[src/rtl/noise_detector.sv]
// SPI-master sampler for the receive-path ADC that qualifies samples against a
// hysteretic threshold and emits one noise_valid pulse per qualified event.
module noise_detector #(
  parameter int CLK_DIV     = 4,
  parameter int SAMPLE_BITS = 12,
  parameter int THRESHOLD   = 512,
  parameter int HYST        = 16,
  parameter int HIT_COUNT   = 3,
  parameter int SAMPLE_GAP  = 16
) (
  input  logic                   clk,
  input  logic                   reset,
  input  logic                   enable,
  input  logic                   adc_miso,
  output logic                   adc_sclk,
  output logic                   adc_cs_n,
  output logic                   noise_valid,
  output logic [SAMPLE_BITS-1:0] sample,
  output logic                   sample_strobe,
  output logic [2:0]             debug_state
);

  typedef enum logic [2:0] {
    IDLE     = 3'd0,
    CS_SETUP = 3'd1,
    SHIFT    = 3'd2,
    CS_HOLD  = 3'd3,
    EVAL     = 3'd4,
    GAP      = 3'd5
  } state_t;

  localparam int TMAX  = (CLK_DIV > SAMPLE_GAP) ? CLK_DIV : SAMPLE_GAP;
  localparam int TW    = $clog2(TMAX + 1);
  localparam int EDGES = 2 * SAMPLE_BITS;
  localparam int EW    = $clog2(EDGES + 1);
  localparam int CW    = $clog2(HIT_COUNT + 1);
  localparam int REARM = THRESHOLD - HYST;

  localparam logic [TW-1:0] DIV_LAST  = TW'(CLK_DIV - 1);
  localparam logic [TW-1:0] GAP_LAST  = TW'(SAMPLE_GAP - 1);
  localparam logic [EW-1:0] EDGE_LAST = EW'(EDGES - 1);
  localparam logic [CW-1:0] CNT_MAX   = CW'(HIT_COUNT);

  state_t                 state;
  logic [TW-1:0]          timer;
  logic [EW-1:0]          edge_cnt;
  logic [SAMPLE_BITS-1:0] shreg;
  logic [CW-1:0]          hit_cnt;
  logic                   armed;

  int                     sval;
  logic                   hit;
  logic                   rearm;
  logic                   fire;
  logic [CW-1:0]          cnt_next;

  assign debug_state = state;

  // REARM may be negative, so the comparison is done in signed int space.
  always_comb begin
    sval     = int'(shreg);
    hit      = (sval > THRESHOLD);
    rearm    = !hit && (sval < REARM);
    cnt_next = '0;
    if (hit) begin
      cnt_next = (hit_cnt == CNT_MAX) ? CNT_MAX : hit_cnt + CW'(1);
    end
    fire = armed && hit && (cnt_next == CNT_MAX);
  end

  always_ff @(posedge clk) begin
    if (!reset) begin
      state         <= IDLE;
      timer         <= '0;
      edge_cnt      <= '0;
      shreg         <= '0;
      hit_cnt       <= '0;
      armed         <= 1'b1;
      adc_cs_n      <= 1'b1;
      adc_sclk      <= 1'b0;
      noise_valid   <= 1'b0;
      sample_strobe <= 1'b0;
      sample        <= '0;
    end else begin
      noise_valid   <= 1'b0;
      sample_strobe <= 1'b0;
      unique case (state)
        IDLE: begin
          adc_cs_n <= 1'b1;
          adc_sclk <= 1'b0;
          timer    <= '0;
          if (enable) begin
            adc_cs_n <= 1'b0;
            state    <= CS_SETUP;
          end
        end
        CS_SETUP: begin
          if (timer == DIV_LAST) begin
            timer    <= '0;
            edge_cnt <= '0;
            state    <= SHIFT;
          end else begin
            timer <= timer + TW'(1);
          end
        end
        SHIFT: begin
          // Each of the EDGES half-periods ends with an sclk edge; MISO is
          // captured on the clk edge that raises sclk.
          if (timer == DIV_LAST) begin
            timer    <= '0;
            edge_cnt <= edge_cnt + EW'(1);
            if (!adc_sclk) begin
              adc_sclk <= 1'b1;
              shreg    <= {shreg[SAMPLE_BITS-2:0], adc_miso};
            end else begin
              adc_sclk <= 1'b0;
            end
            if (edge_cnt == EDGE_LAST) begin
              adc_sclk <= 1'b0;
              state    <= CS_HOLD;
            end
          end else begin
            timer <= timer + TW'(1);
          end
        end
        CS_HOLD: begin
          adc_sclk <= 1'b0;
          if (timer == DIV_LAST) begin
            timer    <= '0;
            adc_cs_n <= 1'b1;
            state    <= EVAL;
          end else begin
            timer <= timer + TW'(1);
          end
        end
        EVAL: begin
          sample        <= shreg;
          sample_strobe <= 1'b1;
          noise_valid   <= fire;
          hit_cnt       <= cnt_next;
          if (fire) begin
            armed <= 1'b0;
          end else if (rearm) begin
            armed <= 1'b1;
          end
          timer <= '0;
          state <= GAP;
        end
        GAP: begin
          adc_cs_n <= 1'b1;
          if (timer == GAP_LAST) begin
            timer <= '0;
            if (enable) begin
              adc_cs_n <= 1'b0;
              state    <= CS_SETUP;
            end else begin
              state <= IDLE;
            end
          end else begin
            timer <= timer + TW'(1);
          end
        end
        default: begin
          state    <= IDLE;
          adc_cs_n <= 1'b1;
          adc_sclk <= 1'b0;
          timer    <= '0;
        end
      endcase
    end
  end

endmodule

[config.mk]
export PLATFORM = sky130hd
export DESIGN_NAME = noise_detector
export DESIGN_NICKNAME = d
export VERILOG_FILES = /design/src/rtl/noise_detector.sv
export SDC_FILE = /design/constraint.sdc
export NUM_CORES = 1
export LEC_CHECK = 0
export BUFFER_PORTS_ARGS = -buffer_cell sky130_fd_sc_hd__buf_2
export CAP_MARGIN = 40
export CORE_ASPECT_RATIO = 1.5
export CORE_UTILIZATION = 59
export CTS_BUF_LIST = sky130_fd_sc_hd__clkbuf_4
export CTS_CLUSTER_DIAMETER = 200
export DETAILED_ROUTE_END_ITERATION = 10
export HOLD_SLACK_MARGIN = 0.06
export PLACE_DENSITY = 0.81
export SLEW_MARGIN = 20
export SYNTH_ARGS = -nofsm -noshare
export SYNTH_HDL_FRONTEND = slang
export SYNTH_SLANG_ARGS = --single-unit
[constraint.sdc]
create_clock -name clk -period 2.1 [get_ports clk]
set_clock_uncertainty 0.1 [all_clocks]
set_input_delay 0.21 -clock clk [delete_from_list [all_inputs] [get_ports clk]]
set_output_delay 0.21 -clock clk [all_outputs]
set_load 0.1 [all_outputs]
==> impl_metrics.py <==
metrics = {
    "cts": {
        "cts_buffers": 5,
        "clkSinkCount": 44,
        "post_cts_buffers": 0,
        "htree_levels": 2,
        "cts_tree": "yes",
        "clock_path_buffers": 2,
        "clk_latency_ns": 0.35,
        "clockRootBuffer": "clkbuf_4",
        "clk_pin_slew_ns": 0.13,
    },
    "finish": {
        "multi_input_comb_area_sq_um": 967,
        "fin_nets": 254,
        "seq_area_sq_um": 885,
        "fillers": 293,
        "n_antenna_cell": 0,
        "fin_cells": 287,
        "area_delta_synth_final_pct": 12.9,
        "utilization_pct": 69.4,
        "drive_gt1_share_pct": 17.0,
    },
    "global_route": {
        "grt_remaining_overflow": 0,
        "grt_max_degree": 20,
        "grt_pass1_wl_mm": 6.52,
        "grt_pass1_vias": 1530,
        "grtUsageTotal_pct": 24.3,
        "antenna_found_initial": 0,
    },
    "yosys": {
        "synth_cell_types": 43,
        "synth_area_leaders": "dfxtp_1 46%, mux2i_1 7.3%, nand2_1 6.6%",
        "synth_edf_count": 0,
        "syn_nets": 230,
        "yosysMostFrequentCell": "dfxtp_1",
        "synth_top_cell_by_area": "dfxtp_1",
        "postSynthCellCount": 222,
        "ys_ff_latch": 44,
        "synth_ff_type": "dfxtp_1",
        "synthTopCellsByCount": "44 x dfxtp_1, 34 x nand2_1, 25 x nor2_1, 19 x a21oi_1, 14 x mux2i_1",
        "yosysWarnings": 0,
        "ys_seq_area_share_pct": 45.8,
        "syn_area_sq_um": 1920,
        "synth_async_sr_flop_share_pct": 0,
        "synth_top_area_share_pct": 45.8,
        "syn_area_per_cell_sq_um": 8.67,
    },
    "detailed_routing": {
        "drc": 0,
        "drt-initial-drc-count": 48,
        "detail-route-antenna-nets": 0,
        "vias": 1647,
        "post_drt_via_cell_ratio": 5.74,
        "avgRoutedWirePerCell_um": 13.7,
        "first_pass_iters": 4,
        "wl_mm": 3.94,
    },
    "sta": {
        "rsz0062_at_grt": "no",
        "fin_tns_setup_ns": 0,
        "finalHoldViolCount": 0,
        "layout_min_cycle_time_ns": 1.95,
        "final.setup.worst_slack_ns": 0.153,
        "slew_viol_final": 0,
        "setup_viol_count_final": 0,
        "max_freq_mhz": 514,
        "slew_headroom_pct": 62.1,
        "fin_crit_sh_pct": 92.7,
        "worst-slew-pin-transition_ns": 0.566,
    },
    "placed_design": {
        "hpwlAfterDp_mm": 2.81,
        "gp_congestion": 0.806,
        "place_inst": 277,
        "post-place-ws_ns": 0.186,
        "io_buffers": 22,
    },
    "die": {
        "die_h_um": 71.9,
        "die-area_sq_um": 3500,
        "io_pins": 23,
        "start_util_pct": 61.5,
        "die_x_um": 48.6,
        "core-area_sq_um": 3130,
        "row_count": 25,
    },
    "critical_path": {
        "r2r-end": "debug_state[0]",
        "required_ns": 2.31,
        "start_kind": "flop",
        "end_kind": "flop",
        "cp_cell_sequence": "ha_1, nand3_1, inv_1, ha_1, nor4bb_1, a311oi_1, a211oi_1, a31o_2",
        "arrival_ns": 2.15,
        "worst-setup-path-type": "flop to flop",
        "path_buf_inv": 1,
        "r2r_start": "timer[0]",
        "rrSetupSlack_ns": 0.15,
        "cp_num_cells": 8,
        "rr_worst_depth": 8,
        "crit_top_cell": "ha_1",
        "crit_path_start": "timer[0]",
        "slowest_delay_ns": 0.35,
        "cp_slowest_cell": "dfxtp_1",
        "crit_family": "compound AO/OA/AOI/OAI gates",
        "crit_fanout": 4,
    },
    "status": {
        "status": "completed",
    },
    "pwr": {
        "ir_worst_vdd_mv": 0.635,
        "finalPower_mw": 1.62,
        "power.density_nw_per_um2": 746,
        "p_leak_nw": 0.909,
    },
    "min_path": {
        "hp-start": "enable",
        "hold_path.class": "input pin to flop",
        "min_path_cells": 4,
        "whs_endpoint": "adc_cs_n",
    },
    "job": {
        "maxCapViolations": 0,
    },
}
==> flip-flops by register name, indices dropped and copies added (netlist names) <==
name and flops:
debug_state 3, adc_sclk 1, timer 5, sample 12, edge_cnt 5, adc_cs_n 1
hit_cnt 2, noise_valid 1, shreg 12, sample_strobe 1, armed 1
==> power breakdown <==
| part | total (mW) | switching [mW] | internal (mW) | leakage (nW) |
|---|---|---|---|---|
| logic | 0.207 | 0.152 | 0.0544 | 0.507 |
| clock network | 0.522 | 0.259 | 0.263 | 0.0456 |
| registers | 0.891 | 0.0404 | 0.851 | 0.356 |
| total | 1.62 | 0.452 | 1.17 | 0.909 |
==> worst min-delay path: cells and delay by family <==
kind            cells  cell delay [ns]
buf+inv             1             0.12
simple gates        1             0.09
compound gates      2             0.22
==> layout make-up <==
cell class	instances	share of cell area, %
Clock buffer	6	2.07
Clock inverter	2	1.61
Inverter	6	1.04
Multi-Input combinational cell	160	44.5
Sequential cell	44	40.7
Tap cell	40	2.30
Timing Repair Buffer	29	7.72
==> per-stage QoR <==
step	hold WS, ns	instance area [sq um]
after floorplan	0.254	1930
after global placement	0.330	2070
after detailed placement	0.345	2070
after CTS	0.224	2170
after global routing	0.262	2170
final	0.228	2170
==> layout by cell type, fill, tap and decap left out, types with 4 or more instances in the layout <==
| cell | instances |
|---|---|
| nor3_1 | 5 |
| dfxtp_1 | 41 |
| a21oi_1 | 19 |
| nand2b_1 | 4 |
| o21ai_0 | 6 |
| mux2i_1 | 14 |
| nand2_1 | 34 |
| buf_2 | 22 |
| inv_1 | 5 |
| ha_1 | 4 |
| buf_4 | 5 |
| nand3_1 | 7 |
| clkbuf_4 | 6 |
| nor2_1 | 25 |
==> layer usage <==
metal / share of wire [%] / track usage [%] / routed length [um] / up-vias
met1: 41 / 24.7 / 1620 / 775
met5: 0 / 0 / 0 / -
met4: 2.5 / 11.8 / 97 / 0
li1: - / - / - / 833
met2: 53 / 46.9 / 2080 / 29
met3: 3.4 / 4.40 / 133 / 10
==> what timing repair did <==
| action | 4_1_cts | 5_1_grt |
|---|---|---|
| hold buffers | 2 | 0 |
| resized for setup | 0 | 0 |
| hold endpoints to repair | 2 | 0 |
==> cell families (layout without fill, tap and decap cells) <==
kind of cell / count (synthesis) / after routing / share of synthesized area, %
adders and majority gates: 4 / 4 / 2.60
DFF: 44 / 44 / 45.8
xor gates and xnor gates: 3 / 3 / 1.37
muxes: 14 / 14 / 7.28
AOI/OAI and AO/OA: 44 / 44 / 14.4
and+or+nand+nor: 95 / 95 / 24.6
buffers and inverters: 18 / 43 / 3.97
==> worst max path at each step <==
stage and endpoint:
4_1_cts debug_state[0], 5_1_grt debug_state[0], 3_5_place_dp debug_state[0], 6_report debug_state[0]
3_3_place_gp debug_state[0], 2_1_floorplan debug_state[0]
(Power assumes the default switching activity.)
